==> src/rtl/bw_io_impctl_dn_ctl.sv <==
`default_nettype none
// +--------------------------------------------------------------------------+
// | bw_io_impctl_dn_ctl                                                      |
// | Pull-down impedance calibration controller: settle/strobe/evaluate FSM,  |
// | vote filter and up/down code counter with lock and saturation flags.     |
// | Optional code freeze input enabled by BW_IO_IMPCTL_DNCTL_HOLD_EN.        |
// | Revision: 1.0                                                            |
// +--------------------------------------------------------------------------+
module bw_io_impctl_dn_ctl #(
  parameter int unsigned SETTLE_CYC = 16,
  parameter int unsigned FILT       = 4,
  parameter int unsigned LOCK_TOG   = 3
) (
  input  logic       clk,
  input  logic       global_reset_n,
  input  logic       cal_en,
  input  logic       above,
`ifdef BW_IO_IMPCTL_DNCTL_HOLD_EN
  input  logic       hold,
`endif
  output logic       sclk,
  output logic [8:1] cbd,
  output logic       dn_lock,
  output logic       dn_sat
);

  localparam logic [7:0] c_settle_last = 8'(SETTLE_CYC - 1);
  localparam logic [3:0] c_filt        = 4'(FILT);
  localparam logic [2:0] c_lock_tog    = 3'(LOCK_TOG);

  typedef enum logic [2:0] {
    ST_IDLE   = 3'd0,
    ST_SETTLE = 3'd1,
    ST_STROBE = 3'd2,
    ST_WAIT   = 3'd3,
    ST_EVAL   = 3'd4
  } state_t;

  state_t     r_state;
  state_t     w_state_nxt;
  logic [7:0] r_settle_cnt;
  logic       r_wait_cnt;
  logic [3:0] r_filt_cnt;
  logic [2:0] r_tog_cnt;
  logic       r_dir_last;
  logic       r_step_last;
  logic       r_first;

  logic       w_hold;
  logic       w_eval;
  logic       w_vote_same;
  logic [3:0] w_filt_inc;
  logic       w_step;
  logic       w_blocked;
  logic       w_rev;
  logic [2:0] w_tog_nxt;

`ifdef BW_IO_IMPCTL_DNCTL_HOLD_EN
  assign w_hold = hold;
`else
  assign w_hold = 1'b0;
`endif

  always_ff @(posedge clk or negedge global_reset_n) begin
    if (!global_reset_n) r_state <= ST_IDLE;
    else                 r_state <= w_state_nxt;
  end

  always_comb begin
    w_state_nxt = r_state;
    if (!cal_en) begin
      w_state_nxt = ST_IDLE;
    end else begin
      case (r_state)
        ST_IDLE:   w_state_nxt = ST_SETTLE;
        ST_SETTLE: if (r_settle_cnt == c_settle_last) w_state_nxt = ST_STROBE;
        ST_STROBE: w_state_nxt = ST_WAIT;
        ST_WAIT:   if (r_wait_cnt) w_state_nxt = ST_EVAL;
        ST_EVAL:   w_state_nxt = ST_SETTLE;
        default:   w_state_nxt = ST_IDLE;
      endcase
    end
  end

  // The new vote direction is always the sampled comparator value; only the
  // run length depends on whether it agrees with the previous vote.
  assign w_eval      = cal_en && (r_state == ST_EVAL) && !w_hold;
  assign w_vote_same = (above == r_dir_last) && (r_filt_cnt != 4'd0);
  assign w_filt_inc  = w_vote_same ? (r_filt_cnt + 4'd1) : 4'd1;
  assign w_step      = w_eval && (w_filt_inc == c_filt);
  assign w_blocked   = above ? (cbd == 8'hFF) : (cbd == 8'h00);
  assign w_rev       = !r_first && (above != r_step_last);
  assign w_tog_nxt   = !w_rev ? 3'd0 :
                       (r_tog_cnt == c_lock_tog) ? r_tog_cnt : (r_tog_cnt + 3'd1);

  always_ff @(posedge clk or negedge global_reset_n) begin
    if (!global_reset_n) begin
      r_settle_cnt <= 8'd0;
      r_wait_cnt   <= 1'b0;
    end else begin
      r_settle_cnt <= (r_state == ST_SETTLE && w_state_nxt == ST_SETTLE) ?
                      (r_settle_cnt + 8'd1) : 8'd0;
      r_wait_cnt   <= (r_state == ST_WAIT && w_state_nxt == ST_WAIT);
    end
  end

  always_ff @(posedge clk or negedge global_reset_n) begin
    if (!global_reset_n) begin
      sclk        <= 1'b0;
      cbd         <= 8'h80;
      dn_lock     <= 1'b0;
      dn_sat      <= 1'b0;
      r_filt_cnt  <= 4'd0;
      r_tog_cnt   <= 3'd0;
      r_dir_last  <= 1'b0;
      r_step_last <= 1'b0;
      r_first     <= 1'b1;
    end else begin
      sclk <= (w_state_nxt == ST_STROBE);
      if (!cal_en) begin
        // Code is deliberately kept so a restart resumes near the last trim.
        r_filt_cnt <= 4'd0;
        r_tog_cnt  <= 3'd0;
        dn_lock    <= 1'b0;
        dn_sat     <= 1'b0;
        r_first    <= 1'b1;
      end else if (w_eval) begin
        r_dir_last <= above;
        if (w_step) begin
          r_filt_cnt <= 4'd0;
          if (w_blocked) begin
            dn_sat <= 1'b1;
          end else begin
            cbd         <= above ? (cbd + 8'd1) : (cbd - 8'd1);
            dn_sat      <= 1'b0;
            r_tog_cnt   <= w_tog_nxt;
            r_step_last <= above;
            r_first     <= 1'b0;
            if (w_tog_nxt == c_lock_tog) dn_lock <= 1'b1;
          end
        end else begin
          r_filt_cnt <= w_filt_inc;
        end
      end
    end
  end

endmodule
`default_nettype wire
==> config.mk <==
export PLATFORM = sky130hd
export DESIGN_NAME = bw_io_impctl_dn_ctl
export DESIGN_NICKNAME = d
export VERILOG_FILES = /design/src/rtl/bw_io_impctl_dn_ctl.sv
export SDC_FILE = /design/constraint.sdc
export NUM_CORES = 1
export LEC_CHECK = 0
export ABC_AREA = 1
export CORE_ASPECT_RATIO = 1.2
export CORE_UTILIZATION = 48
export CTS_CLUSTER_DIAMETER = 50
export DETAILED_ROUTE_END_ITERATION = 10
export DONT_BUFFER_PORTS = 1
export PLACE_DENSITY = 0.65
export RECOVER_POWER = 50
export SLEW_MARGIN = 25
export SYNTH_ARGS = -nofsm -noshare
export SYNTH_HDL_FRONTEND = slang
export SYNTH_SLANG_ARGS = --single-unit
==> constraint.sdc <==
create_clock -name clk -period 1.6 [get_ports clk]
set_input_delay 0.16 -clock clk [delete_from_list [all_inputs] [get_ports clk]]
set_output_delay 0.16 -clock clk [all_outputs]
set_load 0.02 [all_outputs]
==> flow_summary.ini <==
[run_status]
outcome = finished, violations left
violations = setup timing

[setup_path]
ff2ff_path_depth = 9
crit_start = r_filt_cnt[0]$_DFFE_PN0P_
r2r-start = r_filt_cnt[0]$_DFFE_PN0P_
critPathCapture = cbd[1]$_DFFE_PN0P_
crit_fanout = 6
reg2reg_slack_ns = -0.03
critPathLaunchType = flip-flop
r2r_end = cbd[1]$_DFFE_PN0P_
critPathRequiredTime_ns = 1.82
endpoint_kind = flip-flop
worstSetupPathType = flip-flop to flip-flop
worst_ep_arrival_time_ns = 1.85

[die]
coreArea_mm2 = 0.00372
rows = 24
initial_utilization_pct = 51.7
dieHeight_um = 71.4
die_w_um = 59.8
ios = 15
fp.dieArea_mm2 = 0.00427

[clock_tree]
cts.sinks = 33
insertion_delay_ns = 0.29
path_clk_slew_ns = 0.07
cts_max_level = 2
clockBufferDepth = 2
cts_buffers = 5
cts_tree = yes
ctsRootBufferMaster = clkbuf_8

[finish]
drive_gt1_share_pct = 22.5
finalNetCount = 289
syn2layout_area_growth_pct = 24.1
fin_cells = 327
insertedDiodeCount = 0

[synth]
synth.distinct_cells = 29
yosysSeqAreaShare_pct = 43.0
synth_seq_cells = 33
synth_top_area_share_pct = 40.3
async_reset_ff_share_pct = 100
synth_area_leader_cell = dfrtp_1
syn_area_mm2 = 0.00193
yosysMostFrequentCell = nand2_1
ys.flop_type = dfrtp_1
yosys_warnings = 0
syn_nets = 259
synth_common_cells = nand2_1, inv_1, dfrtp_1
ys_top_cells_by_area = dfrtp_1, nand2_1, ha_1, inv_1, nor2_1
synthCells = 244
synth_area_per_cell_um2 = 7.90
synth-edff-count = 0

[sta]
hold_viol_final = 0
period_needed_ns = 1.63
setup_slack_ns = -0.0291
drv_slew = 0
fmax_mhz = 614
setup_violations = 4
grt_setup_unrepaired = yes
clock-skew-final_ns = 0.00790
min_period_over_period_pct = 102
tightest_slew_ns = 0.798
max-slew-margin-rel_pct = 46.8

[place]
hpwlAfterDp_um = 2690
place_congestion = 0.785
dp_slack_ns = -0.0243
portBuffers = 0
dp_cells = 309

[route]
via_per_inst = 4.91
vias = 1607
drtAntennaViolNets = 0
drt_first_pass_iters = 4
post_drt_wl_per_cell_um = 11.9
drtIter0Drc = 71
drc_errors = 0
routed_wl_um = 3890

[grt]
grt_max_degree = 34
grt_pass1_wl_um = 6540
grt_overflow_total = 0
antenna_found_initial = 0
grt_pass1_vias = 1519
track_usage_pct = 20.4

[power_and_ir_drop]
power.density_mw_per_mm2 = 754
ir_worst_vdd_v = 0.000520
leakage_nw = 1.20
p_total_mw = 1.80

[min_path]
hold_class = input pin to flip-flop

[job]
cap_violations = 0
state kept, by name, summed over array words and instances, names as in the netlist, 3 cells and up:
name          count
r_settle_cnt      8
r_filt_cnt        4
cbd               8
r_tog_cnt         3
r_state           3
critical path, cell delays in order (launching register included):
cell	delay [ns]
dfrtp_1	0.42
inv_2	0.09
ha_4	0.20
inv_2	0.05
nand4_1	0.11
nor2_2	0.13
nand2_2	0.09
nor2_4	0.18
buf_6	0.15
xor2_1	0.14
metal layers:
layer,global-route usage [%],part of all wire [%],vias to the layer above
met5,0,0,-
met4,7.75,1.7,0
met2,34.7,49,17
li1,-,-,846
met3,4.69,3.1,7
met1,24.6,46,737
placed cells by master (no fill, tap or decap), types with 3 or more instances in the layout:
cell      instances
nand2_1          61
dfrtp_1          31
inv_1            29
nor2_1           24
buf_4            20
nand3_1          14
nand2_2           8
ha_1              8
nand4_1           7
o21ai_0           6
xor2_1            6
a21oi_1           6
clkbuf_8          6
nor3_1            5
o21ai_2           5
xnor2_1           4
inv_2             3
kinds of logic (layout without fill, tap and decap cells):
family          count (synthesis)  in the layout  share of synthesized area [%]
compound gates                 25             25                           8.18
xor+xnor                       10             10                           4.55
fa+ha+maj                      11             11                           7.53
buf+inv                        37             68                           8.25
flops                          33             33                           43.0
simple gates                  128            128                           28.5
worst min-delay path by stage:
| stage | start | endpoint | cells past startpoint |
|---|---|---|---|
| 2_1_floorplan | global_reset_n | cbd[1]$_DFFE_PN0P_ | 0 |
| 3_3_place_gp | global_reset_n | r_tog_cnt[0]$_DFFE_PN0P_ | 0 |
| 3_5_place_dp | global_reset_n | r_tog_cnt[1]$_DFFE_PN0P_ | 0 |
| 4_1_cts | cal_en | r_state[1]$_DFF_PN0_ | 2 |
| 5_1_grt | above | r_dir_last$_DFFE_PN0P_ | 2 |
| 6_report | cal_en | r_state[1]$_DFF_PN0_ | 2 |
metrics by stage:
stage                     TNS [ns]  utilization, %  instance area [um^2]  hold WS (ns)
after floorplan            -0.0421               -                  1940        -0.136
after global placement           0            56.3                  2100        -0.135
after detailed placement   -0.0850            56.3                  2100        -0.135
after CTS                        0            61.7                  2300       0.00347
after global routing         -1.76            64.2                  2390        0.0239
final                      -0.0680            64.2                  2390       0.00816
layout make-up:
type	count	area [um^2]
inverter	34	138
timing repair buffer	26	218
multi-input combinational	174	1030
tap	52	65.1
fill	349	1330
sequential	33	828
clock inverter	1	30.0
clock buffer	7	86.3
what timing repair did:
item,4_1_cts,5_1_grt
setup endpoints to repair,10,22
endpoints found under the hold margin,35,0
pin swaps,2,7
buffers inserted,3,4
hold buffers,3,0
gates resized for setup,6,17
where the power goes:
part	switching [mW]	total (mW)	internal (mW)	leakage (nW)
registers	0.0162	0.865	0.849	0.440
logic	0.0766	0.123	0.0463	0.701
clock network	0.307	0.815	0.508	0.0585
No activity file was read; power rests on OpenSTA's default activity.
